==> config.mk <==
export PLATFORM = sky130hd
export DESIGN_NAME = yuv_word_packer
export DESIGN_NICKNAME = d
export VERILOG_FILES = /design/src/rtl/isp_pkg.sv /design/src/rtl/sync_word_fifo.sv /design/src/rtl/yuv_word_packer.sv
export SDC_FILE = /design/constraint.sdc
export NUM_CORES = 1
export LEC_CHECK = 0
export CAP_MARGIN = 20
export CORE_MARGIN = 10
export CORE_UTILIZATION = 50
export DETAILED_ROUTE_END_ITERATION = 8
export PLACE_DENSITY = 0.68
export SETUP_SLACK_MARGIN = 0.05
export SYNTH_ARGS = -nofsm -noshare
export SYNTH_HDL_FRONTEND = slang
export SYNTH_HIERARCHICAL = 1
export SYNTH_SLANG_ARGS = --single-unit
==> constraint.sdc <==
create_clock -name pixel_clk_i -period 13 [get_ports pixel_clk_i]
set_input_delay 2.6 -clock pixel_clk_i [delete_from_list [all_inputs] [get_ports pixel_clk_i]]
set_output_delay 2.6 -clock pixel_clk_i [all_outputs]
set_load 0.02 [all_outputs]
==> src/rtl/isp_pkg.sv <==
// Shared types for the ISP output stage: packer FSM states, the packed FIFO word
// and the legal pixel-valid patterns.
package isp_pkg;

   typedef enum logic [1:0] {
      IDLE,
      ACTIVE,
      FLUSH_PEND,
      FLUSH_PART
   } packer_state_t;

   typedef struct packed {
      logic [63:0] data;
      logic [7:0]  strb;
      logic        last;
   } packed_word_t;

   localparam logic [3:0] VALID_1PPC = 4'b0001;
   localparam logic [3:0] VALID_2PPC = 4'b0011;
   localparam logic [3:0] VALID_4PPC = 4'b1111;

   // Pixel count of a legal pattern; 0 for idle or illegal patterns.
   function automatic logic [2:0] pattern_pixels(input logic [3:0] pat);
      case (pat)
         VALID_1PPC: pattern_pixels = 3'd1;
         VALID_2PPC: pattern_pixels = 3'd2;
         VALID_4PPC: pattern_pixels = 3'd4;
         default:    pattern_pixels = 3'd0;
      endcase
   endfunction

endpackage

==> src/rtl/sync_word_fifo.sv <==
// Single-clock FIFO of packed words with first-word-fall-through head output.
// A push into a full FIFO only succeeds when a pop frees a slot in the same cycle.
module sync_word_fifo
   import isp_pkg::*;
#(
   parameter int DEPTH = 8
) (
   input  logic         clk_i,
   input  logic         reset_i,
   input  logic         push_i,
   input  packed_word_t push_word_i,
   input  logic         pop_i,
   output packed_word_t head_o,
   output logic         empty_o,
   output logic         full_o
);

   localparam int AW = $clog2(DEPTH);

   packed_word_t  mem_q [DEPTH];
   logic [AW-1:0] wr_ptr_q;
   logic [AW-1:0] rd_ptr_q;
   logic [AW:0]   count_q;
   logic          do_push;
   logic          do_pop;

   assign empty_o = (count_q == '0);
   assign full_o  = (count_q == (AW + 1)'(DEPTH));
   assign do_pop  = pop_i && !empty_o;
   assign do_push = push_i && (!full_o || do_pop);
   assign head_o  = mem_q[rd_ptr_q];

   always_ff @(posedge clk_i) begin
      if (do_push) begin
         mem_q[wr_ptr_q] <= push_word_i;
      end
      if (reset_i) begin
         wr_ptr_q <= '0;
         rd_ptr_q <= '0;
         count_q  <= '0;
      end else begin
         if (do_push) begin
            wr_ptr_q <= wr_ptr_q + 1'b1;
         end
         if (do_pop) begin
            rd_ptr_q <= rd_ptr_q + 1'b1;
         end
         count_q <= count_q + (AW + 1)'(do_push) - (AW + 1)'(do_pop);
      end
   end

endmodule

==> src/rtl/yuv_word_packer.sv <==
// Repacks a 1/2/4 pixel-per-clock YUYV stream into 64-bit four-pixel words,
// flushing a partial word at frame end and queueing words for the DMA writer.
module yuv_word_packer
   import isp_pkg::*;
#(
   parameter int FIFO_DEPTH = 8
) (
   input  logic        pixel_clk_i,
   input  logic        reset_i,
   input  logic        frame_valid_i,
   input  logic [63:0] yuv_data_i,
   input  logic [3:0]  yuv_data_valid_i,
   output logic [63:0] word_data_o,
   output logic [7:0]  word_strb_o,
   output logic        word_last_o,
   output logic        word_valid_o,
   input  logic        word_ready_i,
   input  logic        clear_err_i,
   output logic [2:0]  err_o,
   output logic [15:0] frame_count_o
);

   packer_state_t state_q;
   logic [1:0]    n_q, n_d;
   logic [47:0]   acc_q, acc_d;
   logic          pend_valid_q, pend_valid_d;
   logic [63:0]   pend_data_q, pend_data_d;
   logic [2:0]    err_q, err_d;
   logic [15:0]   frame_count_q;

   logic [63:0]   masked_in;
   logic [111:0]  merged;
   logic [2:0]    k;
   logic [2:0]    total;
   logic          in_frame_state;
   logic          accept;
   logic          push;
   packed_word_t  push_word;
   packed_word_t  head;
   logic          fifo_empty;
   logic          fifo_full;
   logic          overflow;

   // Unused input lanes are zeroed so accumulator bits above n pixels stay clear.
   for (genvar gi = 0; gi < 4; gi++) begin : g_lane
      assign masked_in[16*gi +: 16] = yuv_data_valid_i[gi] ? yuv_data_i[16*gi +: 16] : 16'd0;
   end

   assign k              = pattern_pixels(yuv_data_valid_i);
   assign total          = {1'b0, n_q} + k;
   assign in_frame_state = (state_q == IDLE) || (state_q == ACTIVE);
   assign accept         = frame_valid_i && in_frame_state && (k != 3'd0);
   assign merged         = ({48'd0, masked_in} << {n_q, 4'b0000}) | {64'd0, acc_q};
   assign overflow       = push && fifo_full && !(word_valid_o && word_ready_i);

   always_comb begin
      n_d          = n_q;
      acc_d        = acc_q;
      pend_valid_d = pend_valid_q;
      pend_data_d  = pend_data_q;
      push         = 1'b0;
      push_word    = '0;
      if (accept) begin
         if (total >= 3'd4) begin
            push         = pend_valid_q;
            push_word    = '{data: pend_data_q, strb: 8'hFF, last: 1'b0};
            pend_valid_d = 1'b1;
            pend_data_d  = merged[63:0];
            acc_d        = merged[111:64];
            n_d          = 2'(total - 3'd4);
         end else begin
            acc_d = merged[47:0];
            n_d   = total[1:0];
         end
      end
      case (state_q)
         FLUSH_PEND: begin
            push         = pend_valid_q;
            push_word    = '{data: pend_data_q, strb: 8'hFF, last: (n_q == 2'd0)};
            pend_valid_d = 1'b0;
         end
         FLUSH_PART: begin
            push           = (n_q != 2'd0);
            push_word.data = {16'd0, acc_q};
            push_word.last = 1'b1;
            case (n_q)
               2'd1:    push_word.strb = 8'h03;
               2'd2:    push_word.strb = 8'h0F;
               2'd3:    push_word.strb = 8'h3F;
               default: push_word.strb = 8'h00;
            endcase
            n_d   = 2'd0;
            acc_d = '0;
         end
         default: ;
      endcase
      // A new error event outranks a coincident clear.
      err_d = (clear_err_i ? 3'b000 : err_q)
            | {(yuv_data_valid_i != 4'd0) && !(frame_valid_i && in_frame_state),
               (yuv_data_valid_i != 4'd0) && (k == 3'd0),
               overflow};
   end

   always_ff @(posedge pixel_clk_i) begin
      if (reset_i) begin
         state_q       <= IDLE;
         n_q           <= 2'd0;
         acc_q         <= '0;
         pend_valid_q  <= 1'b0;
         pend_data_q   <= '0;
         err_q         <= 3'b000;
         frame_count_q <= 16'd0;
      end else begin
         n_q          <= n_d;
         acc_q        <= acc_d;
         pend_valid_q <= pend_valid_d;
         pend_data_q  <= pend_data_d;
         err_q        <= err_d;
         case (state_q)
            IDLE:       if (frame_valid_i) state_q <= ACTIVE;
            ACTIVE:     if (!frame_valid_i) state_q <= FLUSH_PEND;
            FLUSH_PEND: state_q <= FLUSH_PART;
            FLUSH_PART: begin
               state_q       <= IDLE;
               frame_count_q <= frame_count_q + 16'd1;
            end
            default:    state_q <= IDLE;
         endcase
      end
   end

   sync_word_fifo #(.DEPTH(FIFO_DEPTH)) u_fifo (
      .clk_i       (pixel_clk_i),
      .reset_i     (reset_i),
      .push_i      (push),
      .push_word_i (push_word),
      .pop_i       (word_ready_i),
      .head_o      (head),
      .empty_o     (fifo_empty),
      .full_o      (fifo_full)
   );

   assign word_valid_o  = !fifo_empty;
   assign word_data_o   = fifo_empty ? 64'd0 : head.data;
   assign word_strb_o   = fifo_empty ? 8'd0 : head.strb;
   assign word_last_o   = fifo_empty ? 1'b0 : head.last;
   assign err_o         = err_q;
   assign frame_count_o = frame_count_q;

endmodule

==> flow_summary.yaml <==
drt:
  vias: 18644
  via_per_inst: 6.13
  final_antenna_net_count: 0
  routed_wl_um: 80100
  drcViolationCount: 0
  first_iter_violations: 2058
  avgRoutedWirePerCell_um: 26.3
  dr.pass1.iters: 6
power:
  clock_power_share_pct: 34.8
  p_int_w: 0.00460
  ir_drop_uv: 140
  sw_frac_of_total_pct: 28.2
  p_leak_nw: 10.7
  powerDensity_nw_per_um2: 178
  seqPwrFrac_pct: 41.1
  pwr-share-comb_pct: 24.1
  p_sw_w: 0.00181
global_routing:
  antenna_found_initial: 5
  grt_pass1_wl_um: 120000
  grt_overflow: 0
  grt_pass1_vias: 18509
  grt_usage_pct: 21.6
  grt_max_degree: 87
final_layout:
  syn2layout_area_growth_pct: 15.8
  fillers: 4732
  fin_nets: 2227
  final_area_sq_um: 36100
  drive_above_1_share_pct: 13.5
timing:
  setup_viol_count_final: 0
  finalWorstSetupSlack_ps: 5280
  rsz0062_at_grt: "no"
  tightest_slew_ps: 1060
  clock_skew_ps: 31.7
  post-route-min-period_ps: 7720
  slew_headroom_pct: 29.6
  fmax_mhz: 130
  finalMaxSlewViolations: 0
  fin_setup_tns_ps: 0
  hold_violations: 0
  finalCritPeriodShare_pct: 59.4
synth:
  synth_edf_count: 584
  ys.flop_type: "edfxtp_1"
  synth_area_leaders: "edfxtp_1 56%, mux4_1 9.6%, dfxtp_1 9.6%"
  synthCells: 2009
  ys_ff_latch: 733
  synth_top_area_share_pct: 56.3
  synth.net_count: 2098
  syn_avg_cell_area_sq_um: 15.5
  ys_seq_area_share_pct: 65.9
  async_reset_ff_share_pct: 0
  yosysUniqueCellTypes: 58
  netlist_area_sq_um: 31100
  synth_top_cell_by_area: "edfxtp_1"
  synth.yosys.warnings: 6
clock_network:
  path_clk_slew_ps: 60
  cts.sinks: 733
  cts_buffer_depth: 3
  cts_resized: 0
  numCtsBuffers: 74
  cts_tree: "yes"
  ctsHtreeMaxLevel: 3
  cts_root_buf: "clkbuf_16"
  hold_buffers: 0
  postCtsSetupBuffers: 0
  clkLatencyLatePin_ps: 620
place:
  gp_congestion: 0.985
  post-place-ws_ps: 4690
  place_area_sq_um: 33400
  port-buffer-count: 165
  hpwl_um: 50200
floorplan:
  fp.dieW_um: 270
  fp.dieArea_sq_um: 72700
  dieHeight_um: 270
  pin_count: 166
  start_util_pct: 50.5
  coreArea_sq_um: 61700
  fp-row-count: 91
critical_path:
  worstSetupPathType: "primary input to flop"
  cp.arrival_ps: 7950
  required_ps: 13230
  start_kind: "primary input"
  worstPathMaxFanout: 40
  end_kind: "flop"
min_path:
  hold_path_class: "flop to flop"
run:
  cap_viol_max_count: 0
status:
  status: "finished, final reports clean"
kinds of logic after synthesis:
| kind of cell | synth area share (%) |
|---|---|
| DFF | 65.9 |
| and+or+nand+nor | 8.20 |
| buffers and inverters | 2.75 |
| adders and majority gates | 0.691 |
| muxes | 15.0 |
| xor gates and xnor gates | 0.337 |
| AOI/OAI and AO/OA | 7.13 |
Yosys cell counts (all sizes together), types with 5 or more instances:
| cell type | instances |
|---|---|
| a211oi | 77 |
| a21o | 7 |
| a21oi | 42 |
| a22o | 48 |
| a31oi | 12 |
| and2 | 16 |
| and3 | 5 |
| buf | 65 |
| clkbuf | 87 |
| dfxtp | 149 |
| edfxtp | 584 |
| ha | 14 |
| inv | 21 |
| mux2 | 76 |
| mux2i | 10 |
| mux4 | 146 |
| nand2 | 91 |
| nand2b | 7 |
| nand3 | 64 |
| nand4 | 8 |
| nor2 | 131 |
| nor2b | 91 |
| nor3 | 83 |
| nor3b | 6 |
| o21ai | 61 |
| o221ai | 16 |
| o22ai | 40 |
| o31ai | 7 |
| xnor2 | 5 |
| xor2 | 7 |
final timing paths:
check / to / cells after the start / slack, ps / startpoint
max: u_fifo/mem_q[3][60]$_DFFE_PP_ / 13 / 5280 / yuv_data_valid_i[3]
min: err_o[2]$_SDFF_PP0_ / 2 / 480 / err_o[2]$_SDFF_PP0_
max reg2reg: u_fifo/mem_q[3][60]$_DFFE_PP_ / 10 / 8580 / n_q[1]$_SDFFE_PP0P_
min reg2reg: err_o[2]$_SDFF_PP0_ / 2 / 480 / err_o[2]$_SDFF_PP0_
cell usage in the layout, fill, tap and decap left out, types with 5 or more instances in the layout:
master,n
o221ai_2,6
xor2_1,7
bufinv_16,8
o21ai_0,61
nor2_1,128
clkbuf_8,11
nand3_1,63
nand2_1,91
a31oi_1,12
nor3_1,79
clkbuf_16,79
a22o_1,48
edfxtp_1,584
o22ai_1,40
mux4_2,32
nor2b_1,91
nand2b_1,7
a21oi_1,41
dfxtp_1,145
o31ai_1,7
a21o_1,6
buf_4,41
clkdlybuf4s50_1,164
nand4_1,8
clkbuf_1,17
nor3b_1,5
mux2_2,76
o221ai_1,10
ha_1,13
and3_1,5
mux2i_1,10
and2_1,16
mux4_1,114
a211oi_1,76
clkinv_2,11
inv_1,21
xnor2_1,5
layer usage:
layer	routed length, um	global-route usage, %
met5	32	0
met4	2390	7.57
met3	6810	4.77
met2	37600	33.9
met1	33300	29.6
sequential cells by signal, summed over array words and instances, names as in the netlist, named ones only:
name / cells
n_q: 2
u_fifo/wr_ptr_q: 3
acc_q: 48
u_fifo/rd_ptr_q: 3
err_o: 3
frame_count_o: 16
pend_valid_q: 1
u_fifo/count_q: 4
u_fifo/mem_q: 584
pend_data_q: 64
state_q: 2
final cells by class:
type	instances	area [sq um]	area share, %
flip-flops and latches	733	20500	57.0
diodes	3	7.51	0.0208
repair buffers	205	1950	5.41
clock buffers	107	2190	6.08
multi-input cells	1102	9840	27.3
inverters	22	82.6	0.229
well taps	837	1050	2.90
clock inverters	30	403	1.12
worst max-delay path, cell delays in order:
cell and delay (ps):
clkdlybuf4s50_1 950, or2_0 580, nor3b_1 250, ha_1 210, inv_1 60, fa_1 440, or3_1 450, a21oi_4 180
a31o_2 370, nand3_1 210, nor2_4 480, buf_4 500, buf_4 640
power groups by stage:
stage | logic, W | clock network, W | registers (W)
after floorplan | 0.000954 | 0 | 0.00264
after global placement | 0.00156 | 0 | 0.00269
after detailed placement | 0.00157 | 0 | 0.00269
after CTS | 0.00158 | 0.00227 | 0.00264
after global routing | 0.00165 | 0.00237 | 0.00264
final | 0.00154 | 0.00223 | 0.00264
through the flow:
| stage | hold WS [ps] | power [W] | util [%] | instances |
|---|---|---|---|---|
| floorplan | 427 | 0.00360 | - | 2009 |
| detailed placement | 472 | 0.00426 | 54.2 | 2899 |
| CTS | 482 | 0.00649 | 58.4 | 3036 |
| finish | 482 | 0.00641 | 58.4 | 3039 |
| global route | 512 | 0.00666 | 58.4 | 3036 |
| global placement | 464 | 0.00424 | 54.2 | 2899 |
Power figures use the tool's default switching activity.
